[src/rtl/europa_lpddr_perf_pkg.sv]
// rtl/europa_lpddr_perf_pkg.sv - shared types and defaults for the LPDDR performance counter bank
// Purpose: default parameter values, select width and value/delta typedefs
//          used by the counter bank and its per-channel sub-module.
package europa_lpddr_perf_pkg;

    localparam int PerfDefNumCounters  = 4;
    localparam int PerfDefNumEvents    = 8;
    localparam int PerfDefCounterWidth = 32;
    localparam int PerfDefDeltaWidth   = 4;

    localparam int PerfSelWidth = $clog2(PerfDefNumEvents);

    typedef logic [PerfDefCounterWidth-1:0] perf_cnt_t;
    typedef logic [PerfDefDeltaWidth-1:0]   perf_delta_t;

endpackage

[src/rtl/europa_lpddr_perf_counter_chan.sv]
// rtl/europa_lpddr_perf_counter_chan.sv - one performance counter channel
// Purpose: stage-1 event mux register, stage-2 accumulator with wrap or
//          saturate, sticky overflow / threshold flags, snapshot register.
// Ports:
//   i_clk, i_rst          clock, asynchronous active-high reset
//   i_event_delta         all event deltas, flattened NumEvents x DeltaWidth
//   i_cfg_en/sel          count enable and event select (sampled at stage 1)
//   i_cfg_saturate        wrap/saturate mode (sampled at stage 2)
//   i_cfg_threshold       threshold, 0 disables
//   i_flush, i_snapshot   clear pulse, capture pulse
//   o_value, o_snapshot   live and captured counter value
//   o_overflow            sticky overflow/saturation flag
//   o_thresh_hit          sticky threshold-crossing flag
module europa_lpddr_perf_counter_chan
    import europa_lpddr_perf_pkg::*;
#(
    parameter int NumEvents    = PerfDefNumEvents,
    parameter int CounterWidth = PerfDefCounterWidth,
    parameter int DeltaWidth   = PerfDefDeltaWidth,
    parameter int SelWidth     = $clog2(NumEvents)
) (
    input  logic                            i_clk,
    input  logic                            i_rst,
    input  logic [NumEvents*DeltaWidth-1:0] i_event_delta,
    input  logic                            i_cfg_en,
    input  logic [SelWidth-1:0]             i_cfg_sel,
    input  logic                            i_cfg_saturate,
    input  logic [CounterWidth-1:0]         i_cfg_threshold,
    input  logic                            i_flush,
    input  logic                            i_snapshot,
    output logic [CounterWidth-1:0]         o_value,
    output logic [CounterWidth-1:0]         o_snapshot,
    output logic                            o_overflow,
    output logic                            o_thresh_hit
);

    logic [DeltaWidth-1:0]   delta_d, delta_q;
    logic [CounterWidth-1:0] cnt_d, cnt_q;
    logic [CounterWidth-1:0] snap_d, snap_q;
    logic                    ovf_d, ovf_q;
    logic                    hit_d, hit_q;
    logic [CounterWidth:0]   sum;

    // Explicit compare loop so a select beyond NumEvents simply matches nothing.
    always_comb begin
        delta_d = '0;
        if (i_cfg_en) begin
            for (int e = 0; e < NumEvents; e++) begin
                if (i_cfg_sel == SelWidth'(e)) begin
                    delta_d = i_event_delta[e*DeltaWidth +: DeltaWidth];
                end
            end
        end
    end

    assign sum = {1'b0, cnt_q} + {{(CounterWidth + 1 - DeltaWidth){1'b0}}, delta_q};

    always_comb begin
        cnt_d  = cnt_q;
        ovf_d  = ovf_q;
        hit_d  = hit_q;
        snap_d = snap_q;
        // Snapshot takes the pre-update value, so a same-cycle flush is invisible to it.
        if (i_snapshot) begin
            snap_d = cnt_q;
        end
        if (i_flush) begin
            // The delta in stage 1 right now is dropped along with the count.
            cnt_d = '0;
            ovf_d = 1'b0;
            hit_d = 1'b0;
        end else begin
            if (sum[CounterWidth]) begin
                ovf_d = 1'b1;
                cnt_d = i_cfg_saturate ? '1 : sum[CounterWidth-1:0];
            end else begin
                cnt_d = sum[CounterWidth-1:0];
            end
            // Edge-triggered on the crossing, so raising the threshold under a
            // counter already above it does not fire.
            if ((i_cfg_threshold != '0) && (cnt_q < i_cfg_threshold)
                && (cnt_d >= i_cfg_threshold)) begin
                hit_d = 1'b1;
            end
        end
    end

    always_ff @(posedge i_clk or posedge i_rst) begin
        if (i_rst) begin
            delta_q <= '0;
            cnt_q   <= '0;
            snap_q  <= '0;
            ovf_q   <= 1'b0;
            hit_q   <= 1'b0;
        end else begin
            delta_q <= delta_d;
            cnt_q   <= cnt_d;
            snap_q  <= snap_d;
            ovf_q   <= ovf_d;
            hit_q   <= hit_d;
        end
    end

    assign o_value      = cnt_q;
    assign o_snapshot   = snap_q;
    assign o_overflow   = ovf_q;
    assign o_thresh_hit = hit_q;

endmodule

[src/rtl/europa_lpddr_perf_counter_bank.sv]
// rtl/europa_lpddr_perf_counter_bank.sv - multi-channel LPDDR performance counter bank
// Purpose: NumCounters independent event counters with a shared atomic snapshot.
// Ports:
//   i_clk, i_rst          clock, asynchronous active-high reset
//   i_event_delta         NumEvents x DeltaWidth per-cycle increments
//   i_cfg_*               per-counter enable, select, mode, threshold
//   i_flush               per-counter clear pulse
//   i_snapshot            global capture pulse
//   o_value, o_snapshot   NumCounters x CounterWidth live / captured values
//   o_snapshot_valid      one-cycle pulse after each capture
//   o_overflow            per-counter sticky overflow flag
//   o_thresh_hit          per-counter sticky threshold flag
module europa_lpddr_perf_counter_bank
    import europa_lpddr_perf_pkg::*;
#(
    parameter int NumCounters  = PerfDefNumCounters,
    parameter int NumEvents    = PerfDefNumEvents,
    parameter int CounterWidth = PerfDefCounterWidth,
    parameter int DeltaWidth   = PerfDefDeltaWidth
) (
    input  logic                                    i_clk,
    input  logic                                    i_rst,
    input  logic [NumEvents*DeltaWidth-1:0]         i_event_delta,
    input  logic [NumCounters-1:0]                  i_cfg_en,
    input  logic [NumCounters*$clog2(NumEvents)-1:0] i_cfg_sel,
    input  logic [NumCounters-1:0]                  i_cfg_saturate,
    input  logic [NumCounters*CounterWidth-1:0]     i_cfg_threshold,
    input  logic [NumCounters-1:0]                  i_flush,
    input  logic                                    i_snapshot,
    output logic [NumCounters*CounterWidth-1:0]     o_value,
    output logic [NumCounters*CounterWidth-1:0]     o_snapshot,
    output logic                                    o_snapshot_valid,
    output logic [NumCounters-1:0]                  o_overflow,
    output logic [NumCounters-1:0]                  o_thresh_hit
);

    localparam int SelWidth = $clog2(NumEvents);

    logic snap_valid_d, snap_valid_q;

    for (genvar k = 0; k < NumCounters; k++) begin : g_chan
        europa_lpddr_perf_counter_chan #(
            .NumEvents    (NumEvents),
            .CounterWidth (CounterWidth),
            .DeltaWidth   (DeltaWidth),
            .SelWidth     (SelWidth)
        ) u_chan (
            .i_clk           (i_clk),
            .i_rst           (i_rst),
            .i_event_delta   (i_event_delta),
            .i_cfg_en        (i_cfg_en[k]),
            .i_cfg_sel       (i_cfg_sel[k*SelWidth +: SelWidth]),
            .i_cfg_saturate  (i_cfg_saturate[k]),
            .i_cfg_threshold (i_cfg_threshold[k*CounterWidth +: CounterWidth]),
            .i_flush         (i_flush[k]),
            .i_snapshot      (i_snapshot),
            .o_value         (o_value[k*CounterWidth +: CounterWidth]),
            .o_snapshot      (o_snapshot[k*CounterWidth +: CounterWidth]),
            .o_overflow      (o_overflow[k]),
            .o_thresh_hit    (o_thresh_hit[k])
        );
    end

    assign snap_valid_d = i_snapshot;

    always_ff @(posedge i_clk or posedge i_rst) begin
        if (i_rst) begin
            snap_valid_q <= 1'b0;
        end else begin
            snap_valid_q <= snap_valid_d;
        end
    end

    assign o_snapshot_valid = snap_valid_q;

endmodule

[config.mk]
export PLATFORM = sky130hd
export DESIGN_NAME = europa_lpddr_perf_counter_bank
export DESIGN_NICKNAME = d
export VERILOG_FILES = /design/src/rtl/europa_lpddr_perf_pkg.sv /design/src/rtl/europa_lpddr_perf_counter_chan.sv /design/src/rtl/europa_lpddr_perf_counter_bank.sv
export SDC_FILE = /design/constraint.sdc
export NUM_CORES = 1
export LEC_CHECK = 0
export ABC_AREA = 1
export ABC_CLOCK_PERIOD_IN_PS = 12400
export BUFFER_PORTS_ARGS = -buffer_cell sky130_fd_sc_hd__buf_2
export CAP_MARGIN = 30
export CORE_MARGIN = 3
export CORE_UTILIZATION = 36
export CTS_BUF_LIST = sky130_fd_sc_hd__clkbuf_4 sky130_fd_sc_hd__clkbuf_8 sky130_fd_sc_hd__clkbuf_16
export DETAILED_ROUTE_END_ITERATION = 8
export HOLD_SLACK_MARGIN = 0.08
export PLACE_DENSITY = 0.61
export SLEW_MARGIN = 20
export SYNTH_ARGS = -nofsm -noshare
export SYNTH_HDL_FRONTEND = slang
export SYNTH_SLANG_ARGS = --single-unit
[constraint.sdc]
create_clock -name i_clk -period 12.4 [get_ports i_clk]
set_input_delay 1.86 -clock i_clk [delete_from_list [all_inputs] [get_ports i_clk]]
set_output_delay 1.86 -clock i_clk [all_outputs]
set_load 0.1 [all_outputs]
==> flow_summary_export.csv, run 1 <==
group,metric,value,unit
status,status,"complete, no violations",
route,ant_nets,0,
critical_path,timing.setup.critical_path_class,"flop to flop",
sta,fin_hold_ws,0.496,ns
layout,multi_input_area,12600,sq um
yosys,synth_enable_flop_cells,0,
yosys,yosysWarnings,0,
critical_path,timing.critical_path.from_type,"flop",
min_path,hold_class,"flop to flop",
route,drt_drc_violations_left,0,
sta,slew-limit-headroom,40.4,%
die,floorplan.core_area,59100,sq um
layout,post_route_standard_cell_area_excluding_fillers,26000,sq um
grt,grt_first_pass_wirelength,114000,um
critical_path,crit_path_cell_trace,"ha_1 -> fa_1 -> nand3_1 -> nand3_2 -> nand2_2 -> nor2_4 -> inv_2 -> nor2_4 -> nand2_4 -> nand3_1 -> ha_1 -> nand2_1 -> nor3_1 -> nand3_1 -> inv_1 -> nand2_1 -> nand2_1 -> nor2_1 -> nor2_1 -> nor2_1 -> nor2_1",
placement,place.port_buffers,451,
sta,final_setup_violation_count,0,
clock_network,ctsRootBufferMaster,"sky130_fd_sc_hd__clkbuf_16",
sta,grt_setup_unrepaired,"false",
yosys,synthDominantAreaCellType,"sky130_fd_sc_hd__dfrtp_1",
die,dieHeight,251,um
clock_network,clockBufferDepth,3,
sta,worst-slew-pin-transition,0.893,ns
sta,timing.final.crit_share,31.4,%
clock_network,cts_htree_levels,2,
grt,grt_overflow,0,
layout,layout.filler_cells,6096,
pwr,max-vdd-ir-drop,0.0882,mV
route,dr_total_vias,20599,
clock_network,clock_sinks,281,
sta,final_hold_viols,0,
layout,areaGrowthSynthToFinish,20.7,%
grt,initial_antenna_violation_count,41,
critical_path,family_with_the_most_delay_on_the_worst_path,"simple AND/OR/NAND/NOR gates",
layout,fin_nets,3713,
pwr,power.total,2.85,mW
yosys,yosysSeqAreaShare,32.6,%
critical_path,cp_num_buf_inv,2,
yosys,post-synth-top-count-cell,"sky130_fd_sc_hd__nand2_1",
yosys,mappedNetlistNets,3271,
yosys,synth_cells,2812,
sta,worst_clock_skew,0.0103,ns
route,first_pass_iters,5,
placement,dpl_cell_area,24500,sq um
critical_path,timing.critical_path.to_type,"flop",
flow_run,max-cap-violations,0,
grt,global_route.usage.total,23.0,%
yosys,yosys-top-cells-count,"sky130_fd_sc_hd__nand2_1, sky130_fd_sc_hd__inv_1, sky130_fd_sc_hd__a21oi_1, sky130_fd_sc_hd__dfrtp_1, sky130_fd_sc_hd__ha_1",
placement,gpl.final_weighted_congestion,0.925,
pwr,power_leakage,14.9,nW
route,vias_per_cell,5.06,
yosys,synth_top_area_share,32.6,%
critical_path,worstPathArrival,4.36,ns
critical_path,critical_path.max_fanout,54,
die,design.portCount,452,
sta,fmax,257,MHz
critical_path,critical_path.most_common_cell,"sky130_fd_sc_hd__nor2_1",
critical_path,critical_path.slowest_cell,"sky130_fd_sc_hd__dfrtp_1",
critical_path,max_stage_delay,0.43,ns
die,floorplan.initialDensity,36.4,%
route,initialDrtViolationCount,1401,
yosys,syn_avg_cell_area,7.66,sq um
layout,final_core_utilization,43.9,%
die,dieWidth,251,um
clock_network,cts_made_buffers,38,
clock_network,clock_pin_slew_of_the_registers_on_the_worst_case_setup_and_hold_paths,0.06,ns
yosys,synth.cell_area,21500,sq um
placement,detailedPlacementHpwl,59000,um
sta,final.min_clock_period,3.89,ns
clock_network,cts_repair_resize_count,0,
layout,drive_above_1_share,20.1,%
sta,setup_total_negative_slack,0,ns
die,placement_rows,89,
sta,timing_max_transition_violations_final,0,
yosys,synth_ff_type,"sky130_fd_sc_hd__dfrtp_1",
route,wirelength,74400,um
route,wl_per_cell,18.3,um
clock_network,cts_hold_repair.buffers,0,
critical_path,worst-endpoint-required,12.86,ns
layout,final-seq-area,7030,sq um
pwr,p_per_area,110,nW/um^2
clock_network,post-cts-setup-buffers,0,
yosys,postSynthRegisterBits,281,
yosys,synth_top_cells_by_area,"sky130_fd_sc_hd__dfrtp_1, sky130_fd_sc_hd__ha_1, sky130_fd_sc_hd__nand2_1",
clock_network,cts_tree,"yes",
clock_network,clock_latency,0.55,ns
die,die_area,62800,sq um
yosys,count_of_different_cell_masters_after_synthesis,54,
grt,first_global_vias,19831,
grt,grt_start_max_net_pins,124,
yosys,fraction_of_registers_with_async_set_or_reset_after_synthesis,100,%
==> power by group <==
group	total (mW)	switching, mW	internal (mW)
logic	0.671	0.514	0.157
registers	0.994	0.0366	0.958
clock network	1.18	0.441	0.743
==> path summary, 6_finish.rpt <==
| path | cells past startpoint | slack [ns] | end | startpoint |
|---|---|---|---|---|
| worst max register to register | 21 | 8.51 | g_chan[3].u_chan.o_thresh_hit | g_chan[3].u_chan.o_value[0] |
| worst max-delay path | 21 | 8.51 | g_chan[3].u_chan.o_thresh_hit | g_chan[3].u_chan.o_value[0] |
| worst min-delay path | 2 | 0.50 | g_chan[3].u_chan.o_overflow | g_chan[3].u_chan.o_overflow |
| max in group asynchronous | 3 | 9.72 | g_chan[1].u_chan.o_snapshot[24] | i_rst |
| worst min register to register | 2 | 0.50 | g_chan[3].u_chan.o_overflow | g_chan[3].u_chan.o_overflow |
| min in group asynchronous | 2 | 1.46 | g_chan[3].u_chan.o_snapshot[18] | i_rst |
==> worst min-delay path: stages (launching register included) <==
cell	delay, ns
sky130_fd_sc_hd__dfrtp_1	0.34
sky130_fd_sc_hd__nor2_1	0.05
sky130_fd_sc_hd__nor2_1	0.07
==> registers in the layout, indices dropped and copies added (netlist names) <==
signal,count
g_chan.u_chan.delta_q,16
g_chan.u_chan.o_overflow,4
g_chan.u_chan.o_snapshot,128
g_chan.u_chan.o_thresh_hit,4
g_chan.u_chan.o_value,128
o_snapshot_valid,1
==> cells by family after synthesis <==
family                     Yosys count  share of synthesized area (%)
and+or+nand+nor                   1177                           24.5
buffers and inverters              477                           8.70
AOI/OAI and AO/OA                  446                           11.1
DFF                                281                           32.6
adders and majority gates          272                           15.9
xor gates and xnor gates            96                           3.90
muxes                               63                           3.29
==> per-stage QoR <==
step	cells	worst slack, ns
final	4070	8.51
after global placement	3984	8.30
after CTS	4050	8.55
after global routing	4059	8.18
after floorplan	2812	2.79
after detailed placement	3984	8.26
==> placed cells by master (no fill, tap or decap), drive strengths merged, types with 6 or more instances in the layout <==
cell type and n:
inv 419, diode 17, clkinv 7, nor2 260, ha 268, o22ai 6, xnor2 20, nand4 91
dfrtp 281, nor3 88, o21ai 102, o21a 9, o21bai 7, a21oi 296, nand3 110, nor4 20
buf 459, mux2 63, o221ai 9, nand2 596, clkbuf 54, xor2 76
==> final cells by class <==
type                            count  area share (%)
Clock inverter                     12           0.636
Sequential cell                   281            27.1
Antenna cell                       17           0.164
Timing Repair Buffer              459            9.17
Clock buffer                       54            4.54
Inverter                          420            6.10
Tap cell                          773            3.72
Multi-Input combinational cell   2054            48.6
==> metal layers <==
metal / GRT usage (%) / up-vias / part of all wire (%)
met2: 37.7 / 620 / 46
met4: 6.23 / 20 / 2.2
met5: 0 / - / 0.16
met3: 5.41 / 128 / 7.8
li1: - / 10252 / -
met1: 30.5 / 9579 / 44
Note: power is estimated with default switching activity, not from simulation.
==> run 2: changes to the inputs <==
- ABC_CLOCK_PERIOD_IN_PS: 12400 -> 3560
- PLACE_DENSITY: 0.61 -> 0.64
- clock period: 12.4 -> 3.56 ns (I/O delays scaled with it)
==> run 2 against run 1 <==
  * Power rose to 3.6 times the previous value
  * Setup slack got worse by 8.3 ns
  * Critical path type unchanged
  * Wire length rose by 2.7%
==> flow_summary_export.csv, run 2 (synthesis results as in run 1) <==
group,metric,value,unit
status,status,"complete, no violations",
sta,final.min_clock_period,3.33,ns
clock_network,clock_pin_slew_of_the_registers_on_the_worst_case_setup_and_hold_paths,0.06,ns
sta,worst-slew-pin-transition,0.746,ns
critical_path,worstPathArrival,3.80,ns
grt,grt_overflow,0,
layout,drive_above_1_share,22.4,%
pwr,net-switching-power,3.48,mW
clock_network,ctsRootBufferMaster,"sky130_fd_sc_hd__clkbuf_16",
clock_network,clockBufferDepth,3,
sta,fmax,300,MHz
critical_path,timing.critical_path.from_type,"flop",
sta,worst_clock_skew,0.0181,ns
placement,gpl.final_weighted_congestion,0.944,
clock_network,cts_made_buffers,38,
die,placement_rows,89,
route,wl_per_cell,18.5,um
route,ant_nets,0,
clock_network,cts_htree_levels,2,
clock_network,clock_sinks,281,
layout,most-common-layout-cells,"sky130_fd_sc_hd__nand2_1, sky130_fd_sc_hd__buf_2, sky130_fd_sc_hd__inv_1",
die,floorplan.initialDensity,36.4,%
grt,grt_start_max_net_pins,79,
die,floorplan.core_area,59100,sq um
clock_network,clock_latency,0.55,ns
grt,first_global_vias,20332,
pwr,max-vdd-ir-drop,0.497,mV
placement,place.port_buffers,451,
critical_path,critical_path.slowest_cell,"sky130_fd_sc_hd__dfrtp_1",
pwr,power_frac_clock,42.4,%
route,wl_met3,5700,um
route,wirelength,76400,um
sta,setup_total_negative_slack,0,ns
sta,timing.final.crit_share,93.5,%
critical_path,r2r-start,"g_chan[0].u_chan.o_value[0]",
die,dieWidth,251,um
flow_run,max-cap-violations,0,
critical_path,critical_path.max_fanout,19,
layout,fin_nets,3771,
grt,initial_antenna_violation_count,35,
die,design.portCount,452,
sta,final_setup_violation_count,0,
min_path,hold_class,"primary input to flop",
critical_path,timing.critical_path.to_type,"flop",
clock_network,cts_tree,"yes",
placement,cells_after_dpl,4030,
route,drt-met1-wl,33900,um
pwr,comb_power_share,23.6,%
critical_path,worst-endpoint-required,4.03,ns
placement,detailedPlacementHpwl,61000,um
critical_path,timing.setup.critical_path_class,"flop to flop",
pwr,p_per_area,378,nW/um^2
pwr,internal_power,6.65,mW
critical_path,reg2reg_setup_slack,0.23,ns
die,dieHeight,251,um
layout,layout.cells.most_common,"sky130_fd_sc_hd__nand2_1",
pwr,sw_frac_of_total,34.3,%
critical_path,crit_path_cell_trace,"ha_2 -> fa_2 -> nand2_1 -> nand2_1 -> nand2_1 -> nand2_2 -> nand2_2 -> inv_2 -> nand4_1 -> nand3b_4 -> buf_12 -> nand2_1 -> ha_1 -> nand4_1 -> nor3_2 -> nand3_1 -> nor3_1 -> nor2_1 -> nor2_1 -> nor2_1 -> nor2_1",
pwr,power_leakage,15.4,nW
route,dr_total_vias,21182,
layout,final_cells,4122,
route,vias_per_cell,5.14,
sta,slew-limit-headroom,49.8,%
min_path,hold_start,"i_cfg_en[1]",
grt,global_route.usage.total,23.6,%
route,maxUsedRoutingLayer,"met5",
critical_path,cp_num_buf_inv,2,
die,die_area,62800,sq um
layout,layout.filler_cells,6043,
critical_path,startpoint,"g_chan[0].u_chan.o_value[0]",
layout,areaGrowthSynthToFinish,24.2,%
route,drt_drc_violations_left,0,
sta,final_hold_viols,0,
pwr,seq_power_share,34.0,%
critical_path,max_stage_delay,0.39,ns
route,met2_length,34800,um
route,first_pass_iters,6,
route,initialDrtViolationCount,1321,
critical_path,family_with_the_most_delay_on_the_worst_path,"simple AND/OR/NAND/NOR gates",
grt,grt_first_pass_wirelength,117000,um
sta,timing_max_transition_violations_final,0,
sta,grt_setup_unrepaired,"true",
-- run 2: changes by cell type in the layout (fill, tap and decap cells not counted), moves of 5 or more --
| cell | before | now |
|---|---|---|
| sky130_fd_sc_hd__diode_2 | 17 | 9 |
| sky130_fd_sc_hd__a21oi_1 | 294 | 288 |
| sky130_fd_sc_hd__buf_12 | 0 | 10 |
| sky130_fd_sc_hd__buf_4 | 5 | 51 |
| sky130_fd_sc_hd__nor3_1 | 75 | 69 |
| sky130_fd_sc_hd__a21oi_2 | 1 | 6 |
| sky130_fd_sc_hd__nor2_1 | 247 | 242 |
-- run 2: final cells by class --
cell class                 count  area [sq um]  area share, %
timing repair buffer         516          2920           10.9
sequential                   281          7030           26.3
tap                          773           967           3.62
inverter                     420          1580           5.91
clock inverter                14           235          0.879
antenna                        9          22.5         0.0842
clock buffer                  54          1180           4.41
multi-input combinational   2055         12800           47.9
-- run 2: worst paths after layout --
path                                                   end  cells after the start
min reg2reg                g_chan[0].u_chan.o_snapshot[10]                      1
max in group asynchronous  g_chan[0].u_chan.o_snapshot[13]                      5
max reg2reg                  g_chan[0].u_chan.o_thresh_hit                     21
min in group asynchronous  g_chan[3].u_chan.o_snapshot[21]                      3
min                            g_chan[1].u_chan.delta_q[3]                      3
max                          g_chan[0].u_chan.o_thresh_hit                     21
-- run 2: power by group through the flow --
stage | sequential, mW | combinational, mW | clock [mW]
floorplan | 4.40 | 0.855 | 0
global placement | 3.50 | 2.36 | 0
detailed placement | 3.50 | 2.38 | 0
CTS | 3.45 | 2.39 | 4.41
global route | 3.47 | 2.61 | 4.52
finish | 3.45 | 2.39 | 4.29
-- run 2: worst min-delay path, cell delays in order --
cell and delay [ns]:
sky130_fd_sc_hd__buf_2 0.12, sky130_fd_sc_hd__o21ai_0 0.07, sky130_fd_sc_hd__a21oi_1 0.04
-- run 2: timing repair --
item                                    in CTS  in global routing
endpoints found under the hold margin       16                  0
endpoints found under the setup margin       1                  4
pin swaps                                    0                  7
hold buffers                                 1                  0
resized for setup                            1                 44
setup buffers                                0                 11
gates cloned                                 0                  3
-- run 2: metal layers --
| metal | track usage [%] | vias up |
|---|---|---|
| li1 | - | 10375 |
| met1 | 31.4 | 9920 |
| met2 | 38.2 | 720 |
| met3 | 5.39 | 141 |
| met4 | 6.82 | 26 |
| met5 | 0 | - |
-- run 2: per-stage QoR --
step | power, mW | instance area (sq um) | util (%) | hold WS [ns] | setup slack, ns
after floorplan | 5.25 | 21500 | - | 0.465 | -0.695
final | 10.1 | 26800 | 45.2 | 0.252 | 0.231
after CTS | 10.2 | 26400 | 44.6 | 0.205 | 0.0293
after global routing | 10.6 | 26700 | 45.2 | 0.253 | -0.0260
after global placement | 5.86 | 25000 | 42.2 | 0.485 | 0.00436
after detailed placement | 5.88 | 25000 | 42.2 | 0.490 | -0.0322
